## config.mk

```make
export PLATFORM = sky130hd
export DESIGN_NAME = m_mux_scan
export DESIGN_NICKNAME = d
export VERILOG_FILES = /design/src/rtl/m_mux_scan.sv
export SDC_FILE = /design/constraint.sdc
export NUM_CORES = 1
export LEC_CHECK = 0
export CAP_MARGIN = 0
export CORE_ASPECT_RATIO = 1.25
export CORE_MARGIN = 5
export CORE_UTILIZATION = 50
export DETAILED_ROUTE_END_ITERATION = 7
export DONT_BUFFER_PORTS = 1
export GPL_TIMING_DRIVEN = 0
export PLACE_DENSITY = 0.69
export SYNTH_ARGS = -nofsm -noshare
export SYNTH_HDL_FRONTEND = slang
export SYNTH_SLANG_ARGS = --single-unit
```

## constraint.sdc

```tcl
create_clock -name CLK -period 4.1 [get_ports CLK]
set_input_delay 0.82 -clock CLK [delete_from_list [all_inputs] [get_ports CLK]]
set_output_delay 0.82 -clock CLK [all_outputs]
set_load 0.1 [all_outputs]
```

## src/rtl/m_mux_scan.sv

```systemverilog
// Registered N-channel, W-bit multiplexer with a direct select-driven mode and a
// round-robin scan mode stepping through every channel at a programmable rate.
module m_mux_scan #(
  parameter int unsigned WIDTH    = 8,
  parameter int unsigned CHANNELS = 4,
  parameter int unsigned SCAN_DIV = 1,
  localparam int unsigned SELW    = (CHANNELS > 1) ? $clog2(CHANNELS) : 1
) (
  input  logic                      CLK,
  input  logic                      RESET,
  input  logic [CHANNELS*WIDTH-1:0] D,
  input  logic [SELW-1:0]           SEL,
  input  logic                      MODE,
  input  logic                      EN,
  input  logic                      HOLD,
  output logic [WIDTH-1:0]          Q,
  output logic [SELW-1:0]           QCH,
  output logic                      QV,
  output logic                      WRAP
);

  localparam int unsigned DivW     = 16;
  localparam logic [DivW-1:0] DivLast = DivW'(SCAN_DIV - 1);
  localparam logic [SELW-1:0] PtrLast = SELW'(CHANNELS - 1);

  typedef enum logic [1:0] {
    StDirect,
    StScanStart,
    StScan
  } state_e;

  state_e          state_q;
  logic [SELW-1:0] ptr_q;
  logic [DivW-1:0] div_q;

  logic [SELW-1:0]  ptr_eff;
  logic [DivW-1:0]  div_eff;
  logic [WIDTH-1:0] sel_data;
  logic [WIDTH-1:0] ptr_data;

  // Out-of-range indices (non-power-of-2 CHANNELS) fall through to zero.
  function automatic logic [WIDTH-1:0] pick(input logic [SELW-1:0] idx);
    logic [WIDTH-1:0] r;
    r = '0;
    for (int unsigned k = 0; k < CHANNELS; k++) begin
      if (idx == SELW'(k)) r = D[k*WIDTH +: WIDTH];
    end
    return r;
  endfunction

  // SCAN_START behaves as a scan cycle seen from a freshly cleared ptr/div.
  always_comb begin
    ptr_eff  = (state_q == StScanStart) ? '0 : ptr_q;
    div_eff  = (state_q == StScanStart) ? '0 : div_q;
    sel_data = pick(SEL);
    ptr_data = pick(ptr_eff);
  end

  always_ff @(posedge CLK or posedge RESET) begin
    if (RESET) begin
      state_q <= StDirect;
      ptr_q   <= '0;
      div_q   <= '0;
      Q       <= '0;
      QCH     <= '0;
      QV      <= 1'b0;
      WRAP    <= 1'b0;
    end else if (HOLD) begin
      QV   <= 1'b0;
      WRAP <= 1'b0;
    end else begin
      QV   <= 1'b0;
      WRAP <= 1'b0;
      unique case (state_q)
        StDirect: begin
          if (MODE) begin
            state_q <= StScanStart;
          end else if (EN) begin
            Q   <= sel_data;
            QCH <= SEL;
            QV  <= 1'b1;
          end
        end
        StScanStart, StScan: begin
          if (!MODE) begin
            state_q <= StDirect;
          end else begin
            state_q <= StScan;
            ptr_q   <= ptr_eff;
            div_q   <= div_eff;
            if (EN) begin
              if (div_eff == DivLast) begin
                Q     <= ptr_data;
                QCH   <= ptr_eff;
                QV    <= 1'b1;
                WRAP  <= (ptr_eff == PtrLast);
                div_q <= '0;
                ptr_q <= (ptr_eff == PtrLast) ? '0 : ptr_eff + 1'b1;
              end else begin
                div_q <= div_eff + 1'b1;
              end
            end
          end
        end
        default: state_q <= StDirect;
      endcase
    end
  end

endmodule

```

==> metrics.cfg <==
[power_and_ir_drop]
power_density_mw_per_mm2=828
p_int_mw=0.998
vdd_ir_drop_max_mv=0.314
net-switching-power_mw=1.13
p_clk_share_pct=14.0
switching_share_pct=53.2
p_leak_nw=1.05
comb_power_share_pct=46.3
pwr-share-seq_pct=39.8

[synthesis]
synth.most_common_cell=o21ai_0
yosysUniqueCellTypes=39
yosys_warnings=0
seq_area_frac_synth_pct=34.3
synth_enable_flop_cells=0
ys_top_cells_by_count=o21ai_0 (33), dfrtp_1 (32), nand2_1 (31)
postSynthAreaPerCell_um2=8.62
syn_area_mm2=0.00234
yosys_register_bits=32
ys_top_cells_by_area=dfrtp_1 (34%), mux4_2 (7.7%), o21ai_0 (7.1%)
synth_flop_cell=dfrtp_1
synth_top_area_share_pct=34.3
synth_async_sr_flop_share_pct=100
synth_cells=271
syn_nets=319
yosysTopAreaCell=dfrtp_1

[detailed_routing]
drt-vias-per-instance=6.18
drc=0
drt-initial-drc-count=108
ant_nets=0
drt_first_pass_iters=5
routedWlPerCell_um=17.2
wirelength_mm=5.87
vias=2113

[floorplan]
dieArea_mm2=0.00615
num_rows=27
start_util_pct=52.4
die_h_um=86.4
io_pins=51
fp.coreArea_mm2=0.00446
die_w_um=71.1

[clocking]
cts_root_buf=clkbuf_8
clk_latency_ns=0.28
holdBufCountCts=0
cts_sinks=32
h-tree-depth=2
clk_pin_slew_worst_paths_ns=0.07
clk_path_buf_depth=2
cts_tree=done
cts_made_buffers=5

[critical_path]
path_cells=inv_1 -> ha_1 -> clkbuf_1 -> clkbuf_1 -> nand2b_1 -> ha_1 -> nor4b_1 -> and4_4 -> a21oi_4 -> a2111oi_4 -> buf_4 -> mux2_2
crit_path_start=state_q[1]
start_kind=flop
required_ns=4.27
cp-end-kind=flop
critPathBufInv=4
max_stage_delay_ns=0.40
worst-path-stages=12
worstRegToRegCells=12
path_delay_family=buffers and inverters
worstPathMaxFanout=10
reg2reg_from=state_q[1]
crit_slowest_cell=clkbuf_1
r2r_slack_ns=0.46
worstSetupPathType=flop to flop
worst_ep_arrival_time_ns=3.81

[timing]
relSlewSlack_pct=20.7
hold_violations=0
skew_ns=0.00682
fin_crit_ns=3.64
fin_setup_tns_ns=0
min_period_over_period_pct=88.8
worstMarginPinSlew_ns=1.18
max_clock_freq_mhz=275
layout_setup_ws_ns=0.461
setup_viol=0
slew_violations=0
rsz0062_at_grt=false

[global_route]
first_global_vias=2080
grt_pass1_wl_mm=10.1
grt_max_degree=33
grt_overflow=0
antenna_found_initial=0
grt_use_total_pct=20.0

[placed_design]
place.gp.congestion=0.884
place_ws_ns=0.195
port-buffer-count=0
hpwlAfterDp_mm=4.29
dp.cells=329

[final_layout]
drive_above_1_share_pct=12.3
final_util_pct=57.7
diodes=0
fin_cells=342
finalNetCount=331
syn_to_final_growth_pct=10.2

[status]
status=finished, final reports clean

[worst_hold_path]
hold_start=div_q[15]
hold_class=flop to flop
worst_hold_path.num_cells=1

[flow_run]
maxCapViolCount=0

==> metrics by stage <==
step	area, µm²	hold slack, ns	total power [mW]
global route	2570	0.519	2.28
detailed placement	2410	0.484	1.80
finish	2570	0.502	2.13
floorplan	2340	0.452	1.58
global placement	2410	0.477	1.78
CTS	2520	0.492	2.10
==> power groups by stage <==
stage	logic (mW)	clock network [mW]	registers, mW
detailed placement	0.943	0	0.855
floorplan	0.746	0	0.833
global placement	0.927	0	0.854
global route	1.10	0.323	0.859
CTS	0.946	0.303	0.849
finish	0.986	0.297	0.848
==> metal layers <==
metal  wire, µm  vias up  share of wire [%]  GRT usage, %
met5          0        -                  0             0
met4         51        0               0.87          4.79
met3        493        6                8.4          5.22
met2       2850       81                 49          33.1
met1       2470     1011                 42          26.1
li1           -     1015                  -             -
==> cells by family (layout without fill, tap and decap cells) <==
group                      after synthesis  in the layout  synth area share, %
muxes                                   20             20                 13.4
adders and majority gates                9              9                 4.82
DFF                                     32             32                 34.3
AOI/OAI and AO/OA                       86             86                 22.9
buffers and inverters                   38             51                 6.32
and+or+nand+nor                         86             86                 18.3
==> flip-flops by register name (all words and copies together) (netlist names) <==
signal and count:
WRAP 1, Q 8, QV 1, state_q 2
div_q 16, ptr_q 2, QCH 2
==> worst paths after layout <==
path	endpoint
setup / recovery	Q[3]
hold / removal	div_q[15]
setup reg to reg	Q[3]
hold reg to reg	div_q[15]
max in group asynchronous	div_q[4]
min in group asynchronous	Q[6]
==> area by class of cell <==
| cell class | count | area (µm²) |
|---|---|---|
| Buffer | 19 | 76.3 |
| Clock buffer | 6 | 72.6 |
| Clock inverter | 2 | 35.0 |
| Fill cell | 410 | 1890 |
| Inverter | 19 | 71.3 |
| Multi-Input combinational cell | 201 | 1390 |
| Sequential cell | 32 | 801 |
| Tap cell | 58 | 72.6 |
| Timing Repair Buffer | 5 | 57.6 |
==> cell usage in the layout (no fill, tap or decap), types with 6 or more instances in the layout <==
master	instances
dfrtp_1	32
o31ai_1	7
nand3_1	10
inv_1	19
a21oi_1	21
clkbuf_1	18
nand2_1	31
o21ai_0	33
nand4_1	7
mux4_2	8
nand2b_1	6
ha_1	9
nor2_1	13
mux2_2	10
a31oi_1	10
==> what timing repair did <==
| item | in CTS | in global routing |
|---|---|---|
| resized for setup | 0 | 0 |
| setup buffers | 0 | 4 |
| endpoints found under the setup margin | 0 | 9 |
No activity file was read; power rests on OpenSTA's default activity.
